===== config.mk =====
export PLATFORM = sky130hd
export DESIGN_NAME = aes_round_key_store_flat
export DESIGN_NICKNAME = d
export VERILOG_FILES = /design/src/rtl/aes_round_key_store_if.sv /design/src/rtl/aes_round_key_store.sv /design/src/flat_wrapper.sv
export SDC_FILE = /design/constraint.sdc
export NUM_CORES = 2
export LEC_CHECK = 0
export CORE_AREA = 2 2 442 444
export DETAILED_ROUTE_END_ITERATION = 6
export DIE_AREA = 0 0 444 446
export GPL_ROUTABILITY_DRIVEN = 0
export HOLD_SLACK_MARGIN = 0.1
export SLEW_MARGIN = 25
export SYNTH_ARGS = -nofsm -noshare
export SYNTH_HDL_FRONTEND = slang
export SYNTH_SLANG_ARGS = --single-unit

===== constraint.sdc =====
create_clock -name clk -period 5.3 [get_ports clk]
set_input_delay 1.06 -clock clk [delete_from_list [all_inputs] [get_ports clk]]
set_output_delay 1.06 -clock clk [all_outputs]
set_load 0.01 [all_outputs]

===== src/rtl/aes_round_key_store_if.sv =====
// aes_round_key_store_if: control, key-generator and read-port signals of the AES round key store.
// AES_KEY_ZEROIZE_EN adds the zeroize request line.
interface aes_round_key_store_if #(
    parameter int KEY_W = 128
);
    logic             start;
    logic [KEY_W-1:0] cipher_key;
    logic             busy;
    logic             ready;
    logic [KEY_W-1:0] kg_key_out;
    logic [3:0]       kg_round;
    logic [KEY_W-1:0] kg_key_in;
    logic             rd_en;
    logic [3:0]       rd_round;
`ifdef AES_KEY_ZEROIZE_EN
    logic             zeroize;
`endif
    logic [KEY_W-1:0] rd_key;
    logic             rd_valid;
    logic             rd_err;

    modport master (
`ifdef AES_KEY_ZEROIZE_EN
        output zeroize,
`endif
        output start, cipher_key, kg_key_in, rd_en, rd_round,
        input  busy, ready, kg_key_out, kg_round, rd_key, rd_valid, rd_err
    );

    modport slave (
`ifdef AES_KEY_ZEROIZE_EN
        input  zeroize,
`endif
        input  start, cipher_key, kg_key_in, rd_en, rd_round,
        output busy, ready, kg_key_out, kg_round, rd_key, rd_valid, rd_err
    );
endinterface


===== src/rtl/aes_round_key_store.sv =====
// aes_round_key_store: sequences the AES-128 key expansion stage and stores/serves all round keys.
// Optional AES_KEY_ZEROIZE_EN: zeroize input clears keys and forces IDLE.
module aes_round_key_store #(
    parameter int NUM_ROUNDS = 10,
    parameter int KEYGEN_LAT = 2,
    parameter int KEY_W      = 128
) (
    input logic                  clk,
    input logic                  reset,
    aes_round_key_store_if.slave bus
);
    localparam int             LAT_W      = KEYGEN_LAT > 1 ? $clog2(KEYGEN_LAT) : 1;
    localparam logic [LAT_W-1:0] LAT_LAST = LAT_W'(KEYGEN_LAT - 1);
    localparam logic [3:0]     LAST_ROUND = 4'(NUM_ROUNDS);

    typedef enum logic [1:0] {IDLE, WAIT, CAPTURE, DONE} state_t;

    state_t           state;
    logic [KEY_W-1:0] keys [0:NUM_ROUNDS];
    logic [3:0]       round_ctr;
    logic [LAT_W-1:0] lat_ctr;
    logic [3:0]       stored_count;
    logic             zero;
    logic             rd_hit;

`ifdef AES_KEY_ZEROIZE_EN
    assign zero = bus.zeroize;
`else
    assign zero = 1'b0;
`endif

    // stored_count only covers fully captured rounds, so a key being written this edge reads as missing
    assign rd_hit = bus.rd_en && (bus.rd_round <= LAST_ROUND) && (bus.rd_round < stored_count);

    always_ff @(posedge clk or negedge reset) begin
        if (!reset) begin
            state        <= IDLE;
            bus.busy     <= 1'b0;
            bus.ready    <= 1'b0;
            bus.kg_key_out <= '0;
            bus.kg_round <= '0;
            round_ctr    <= '0;
            lat_ctr      <= '0;
            stored_count <= '0;
            for (int i = 0; i <= NUM_ROUNDS; i++) keys[i] <= '0;
        end else if (zero) begin
            state        <= IDLE;
            bus.busy     <= 1'b0;
            bus.ready    <= 1'b0;
            bus.kg_key_out <= '0;
            stored_count <= '0;
            for (int i = 0; i <= NUM_ROUNDS; i++) keys[i] <= '0;
        end else begin
            case (state)
                IDLE, DONE: if (bus.start) begin
                    keys[0]        <= bus.cipher_key;
                    bus.kg_key_out <= bus.cipher_key;
                    bus.kg_round   <= 4'd1;
                    round_ctr      <= 4'd1;
                    lat_ctr        <= '0;
                    stored_count   <= 4'd1;
                    bus.busy       <= 1'b1;
                    bus.ready      <= 1'b0;
                    state          <= WAIT;
                end
                WAIT: begin
                    lat_ctr <= lat_ctr + 1'b1;
                    if (lat_ctr == LAT_LAST) state <= CAPTURE;
                end
                CAPTURE: begin
                    keys[round_ctr] <= bus.kg_key_in;
                    bus.kg_key_out  <= bus.kg_key_in;
                    stored_count    <= round_ctr + 4'd1;
                    if (round_ctr == LAST_ROUND) begin
                        bus.busy  <= 1'b0;
                        bus.ready <= 1'b1;
                        state     <= DONE;
                    end else begin
                        round_ctr    <= round_ctr + 4'd1;
                        bus.kg_round <= bus.kg_round + 4'd1;
                        lat_ctr      <= '0;
                        state        <= WAIT;
                    end
                end
                default: state <= IDLE;
            endcase
        end
    end

    always_ff @(posedge clk or negedge reset) begin
        if (!reset) begin
            bus.rd_key   <= '0;
            bus.rd_valid <= 1'b0;
            bus.rd_err   <= 1'b0;
        end else if (zero) begin
            bus.rd_key   <= '0;
            bus.rd_valid <= 1'b0;
            bus.rd_err   <= 1'b0;
        end else begin
            bus.rd_valid <= rd_hit;
            bus.rd_err   <= bus.rd_en && !rd_hit;
            if (rd_hit) bus.rd_key <= keys[bus.rd_round];
        end
    end
endmodule


===== src/flat_wrapper.sv =====
// flat-port wrapper written by rule: the top's interface ports become plain ports
module aes_round_key_store_flat 
#(
    parameter int NUM_ROUNDS = 10,
    parameter int KEYGEN_LAT = 2,
    parameter int KEY_W      = 128
)
  (clk, reset, bus_start, bus_cipher_key, bus_kg_key_in, bus_rd_en, bus_rd_round, bus_busy, bus_ready, bus_kg_key_out, bus_kg_round, bus_rd_key, bus_rd_valid, bus_rd_err);
  aes_round_key_store_if #(.KEY_W(KEY_W)) bus_i ();
  input logic clk;
  input logic reset;
  input wire logic [$bits(bus_i.start)-1:0] bus_start;
  input wire logic [$bits(bus_i.cipher_key)-1:0] bus_cipher_key;
  input wire logic [$bits(bus_i.kg_key_in)-1:0] bus_kg_key_in;
  input wire logic [$bits(bus_i.rd_en)-1:0] bus_rd_en;
  input wire logic [$bits(bus_i.rd_round)-1:0] bus_rd_round;
  output wire logic [$bits(bus_i.busy)-1:0] bus_busy;
  output wire logic [$bits(bus_i.ready)-1:0] bus_ready;
  output wire logic [$bits(bus_i.kg_key_out)-1:0] bus_kg_key_out;
  output wire logic [$bits(bus_i.kg_round)-1:0] bus_kg_round;
  output wire logic [$bits(bus_i.rd_key)-1:0] bus_rd_key;
  output wire logic [$bits(bus_i.rd_valid)-1:0] bus_rd_valid;
  output wire logic [$bits(bus_i.rd_err)-1:0] bus_rd_err;
  assign bus_i.start = bus_start;
  assign bus_i.cipher_key = bus_cipher_key;
  assign bus_i.kg_key_in = bus_kg_key_in;
  assign bus_i.rd_en = bus_rd_en;
  assign bus_i.rd_round = bus_rd_round;
  assign bus_busy = bus_i.busy;
  assign bus_ready = bus_i.ready;
  assign bus_kg_key_out = bus_i.kg_key_out;
  assign bus_kg_round = bus_i.kg_round;
  assign bus_rd_key = bus_i.rd_key;
  assign bus_rd_valid = bus_i.rd_valid;
  assign bus_rd_err = bus_i.rd_err;
  aes_round_key_store #(.NUM_ROUNDS(NUM_ROUNDS), .KEYGEN_LAT(KEYGEN_LAT), .KEY_W(KEY_W)) u_core (.clk(clk), .reset(reset), .bus(bus_i));
endmodule

==> flow_metrics.py <==
metrics = {
    "placed_design": {
        "detailed_place.area_um2": 84380,
        "io_buffers": 527,
        "post-place-ws_ns": 1.477,
        "hpwl_um": 130000,
    },
    "synthesis": {
        "async_reset_ff_frac": 1.000,
        "synth_area_um2": 76930,
        "synth_seq_cells": 1683,
        "synth_edf_count": 0,
        "ys_warn_count": 0,
        "avgSynthCellArea_um2": 13.18,
        "synthTopCellsByArea": "dfrtp_1 (55%), mux2_2 (18%), mux2i_1 (6.7%)",
        "ys_seq_area_frac": 0.5474,
        "synthFlopType": "dfrtp_1",
        "synth_top_area_frac": 0.5474,
        "syn-num-nets": 6113,
        "ys_types": 40,
        "synthCells": 5839,
        "synth_top_cell_by_area": "dfrtp_1",
    },
    "power_and_ir_drop": {
        "power_switching_mw": 13.46,
        "seq_power_share": 0.424,
        "total_power_mw": 43.59,
        "power_density_nw_per_um2": 481.3,
        "p_sw_frac": 0.3087,
        "clock_power_share": 0.299,
        "ir_drop_mv": 0.4950,
        "p_leak_nw": 38.49,
        "internal_power_mw": 30.14,
        "comb_power_share": 0.277,
    },
    "sta": {
        "fin_tns_setup_ns": 0,
        "period_share": 0.6292,
        "fin_ws_ns": 1.965,
        "timing.fmax_mhz": 299.9,
        "hold_viol": 0,
        "slew_headroom": 0.1950,
        "skew_ns": 0.04186,
        "slew_violations": 0,
        "rsz0062_at_grt": "no",
        "finalSetupViolCount": 0,
        "min_period_ns": 3.335,
        "worst_pin_slew_ns": 1.207,
    },
    "clock_network": {
        "clock-sinks": 1683,
        "clockBufferDepth": 3,
        "cts_tree": "done",
        "clk_latency_ns": 0.85,
        "htree_levels": 4,
        "path_clk_slew_ns": 0.06,
        "tritoncts.num_buffers": 184,
        "postCtsSetupBuffers": 0,
        "post_cts_resized": 0,
        "cts_hold_buf": 0,
        "root_buffer": "clkbuf_16",
    },
    "floorplanning": {
        "fp-row-count": 162,
        "fp.dieW_um": 444,
        "core_area_um2": 193600,
        "start_util": 0.3974,
        "io_pins": 528,
        "die_y_um": 446,
        "fp.dieArea_um2": 198000,
    },
    "routing": {
        "drc_errors": 0,
        "wl_um": 225300,
        "drt_pre_antenna_iters": 5,
        "viasPerCell": 5.681,
        "wl_per_cell_um": 25.73,
        "drt_iter0_drc": 3107,
        "vias": 49739,
        "ant_nets": 0,
    },
    "setup_path": {
        "crit_start": "u_core.round_ctr[2]$_DFFE_PN0P_",
        "r2r_start": "u_core.round_ctr[2]$_DFFE_PN0P_",
        "worstPathRequired_ns": 6.01,
        "worstSetupPathType": "reg2reg",
        "startpoint_type": "flop",
        "setup.worst_path.end_class": "flop",
        "path_max_fanout": 62,
        "arrival_ns": 4.04,
    },
    "cells_and_area": {
        "area_growth_pct": 17.72,
        "fillers": 17164,
        "fin_nets": 6345,
        "drive_gt1_frac": 0.2955,
        "fin_area_um2": 90570,
        "final_core_util": 0.4679,
    },
    "global_routing": {
        "grt_usage": 0.2264,
        "grt_overflow": 0,
        "grt_pass1_vias": 52524,
        "grt_max_degree": 194,
        "grt_pass1_wl_um": 343100,
        "antenna_found_initial": 3,
    },
    "flow_run": {
        "cap_violations": 0,
    },
    "outcome": {
        "outcome": "complete, no violations",
    },
    "hold_path": {
        "min_path_type": "in2async",
    },
}
[routing by layer]
layer / GRT usage / wire length [µm] / up-vias
met5: 0 / 0 / -
met4: 0.07276 / 6793 / 0
met3: 0.02945 / 7478 / 293
met2: 0.3869 / 112200 / 991
met1: 0.2983 / 98810 / 26656
li1: - / - / 21799
[stage by stage]
step,hold WS [ns],cells
after floorplan,0.4460,5839
after global placement,0.4578,8425
after detailed placement,0.4637,8426
after CTS,0.1875,8754
after global routing,0.2143,8756
final,0.1929,8756
[worst max-delay path, cell delays in order (launching register included)]
cell and delay [ns]:
dfrtp_1 0.65, nor2b_1 0.74, nand3_4 0.78, buf_12 0.52, mux2_2 0.38
[power groups by stage]
stage               clock, mW  sequential [mW]  combinational [mW]
CTS                      13.3             18.5                12.2
global placement            0             18.5                11.9
finish                   13.0             18.5                12.1
global route             13.9             18.9                13.1
floorplan                   0             18.2                7.26
detailed placement          0             18.7                12.2
[cell usage in the layout (no fill, tap or decap), types with 6 or more instances in the layout]
cell	Yosys	final
a21oi_1	388	388
a22o_1	130	130
a2bb2oi_1	128	128
buf_12	1	49
buf_4	18	58
bufinv_16	0	10
clkbuf_1	352	34
clkbuf_16	0	184
clkbuf_8	0	42
clkdlybuf4s50_1	0	522
clkinv_2	0	35
dfrtp_1	1683	1683
ha_1	10	9
inv_1	9	9
mux2_2	1211	1210
mux2_4	72	72
mux2i_1	513	513
mux4_2	128	128
nand2_1	400	399
nand3_4	0	6
nor2_1	137	137
o21ai_0	12	12
o22ai_1	258	258
o2bb2ai_1	128	128
[sequential cells by signal, summed over array words and instances, names as in the netlist]
name	flops
u_core.lat_ctr	1
u_core.round_ctr	4
u_core.bus.kg_round	4
u_core.bus.kg_key_out	128
u_core.bus.rd_err	1
u_core.state	2
u_core.stored_count	4
u_core.bus.rd_key	128
u_core.bus.rd_valid	1
u_core.bus.busy	1
u_core.bus.ready	1
u_core.keys	1408
[area by class of cell]
| type | count | area (µm²) | area share |
|---|---|---|---|
| antenna | 1 | 2.502 | 0.00002763 |
| clock buffer | 260 | 5310 | 0.05863 |
| clock inverter | 68 | 844.6 | 0.009325 |
| inverter | 9 | 33.78 | 0.0003730 |
| multi-input combinational | 3558 | 32330 | 0.3569 |
| sequential | 1683 | 42120 | 0.4650 |
| tap | 2542 | 3181 | 0.03512 |
| timing repair buffer | 635 | 6753 | 0.07456 |
[path summary, 6_finish.rpt]
kind | endpoint | slack [ns] | depth (start not counted)
worst max-delay path | u_core.keys[541]$_DFFE_PN0P_ | 1.97 | 4
worst min register to register | u_core.keys[58]$_DFFE_PN0P_ | 0.47 | 2
worst min-delay path | u_core.bus.kg_key_out[109]$_DFFE_PN0P_ | 0.19 | 1
worst max register to register | u_core.keys[541]$_DFFE_PN0P_ | 1.97 | 4
max in group asynchronous | u_core.keys[1054]$_DFFE_PN0P_ | 3.65 | 2
min in group clk | u_core.keys[58]$_DFFE_PN0P_ | 0.47 | 2
[synth_stat cells, drive strengths merged, types with 2 or more instances]
library cell	count
ha	10
nor2	137
mux4	128
a21oi	388
o2bb2ai	128
dfrtp	1683
nor3	6
a22o	130
nand3b	2
inv	9
nand2b	4
a2bb2oi	128
buf	237
a221o	2
clkbuf	352
mux2	1283
o22ai	258
nand3	9
and2	2
o21ai	13
nor2b	6
a32o	2
mux2i	513
nand2	400
[logic make-up (layout without fill, tap and decap cells)]
group                    after synthesis  in the layout  share of synthesized area
other                                  0              1                          0
adder cells (fa/ha/maj)               10             10                   0.001626
multiplexers                        1924           1924                     0.2955
XOR/XNOR                               2              2                  0.0002277
flip-flops                          1683           1683                     0.5474
AND/OR/NAND/NOR                      570            570                    0.02877
AO/OA/AOI/OAI                       1052           1052                    0.09187
buffers and inverters                598            972                    0.03456
Note: power is estimated with default switching activity, not from simulation.
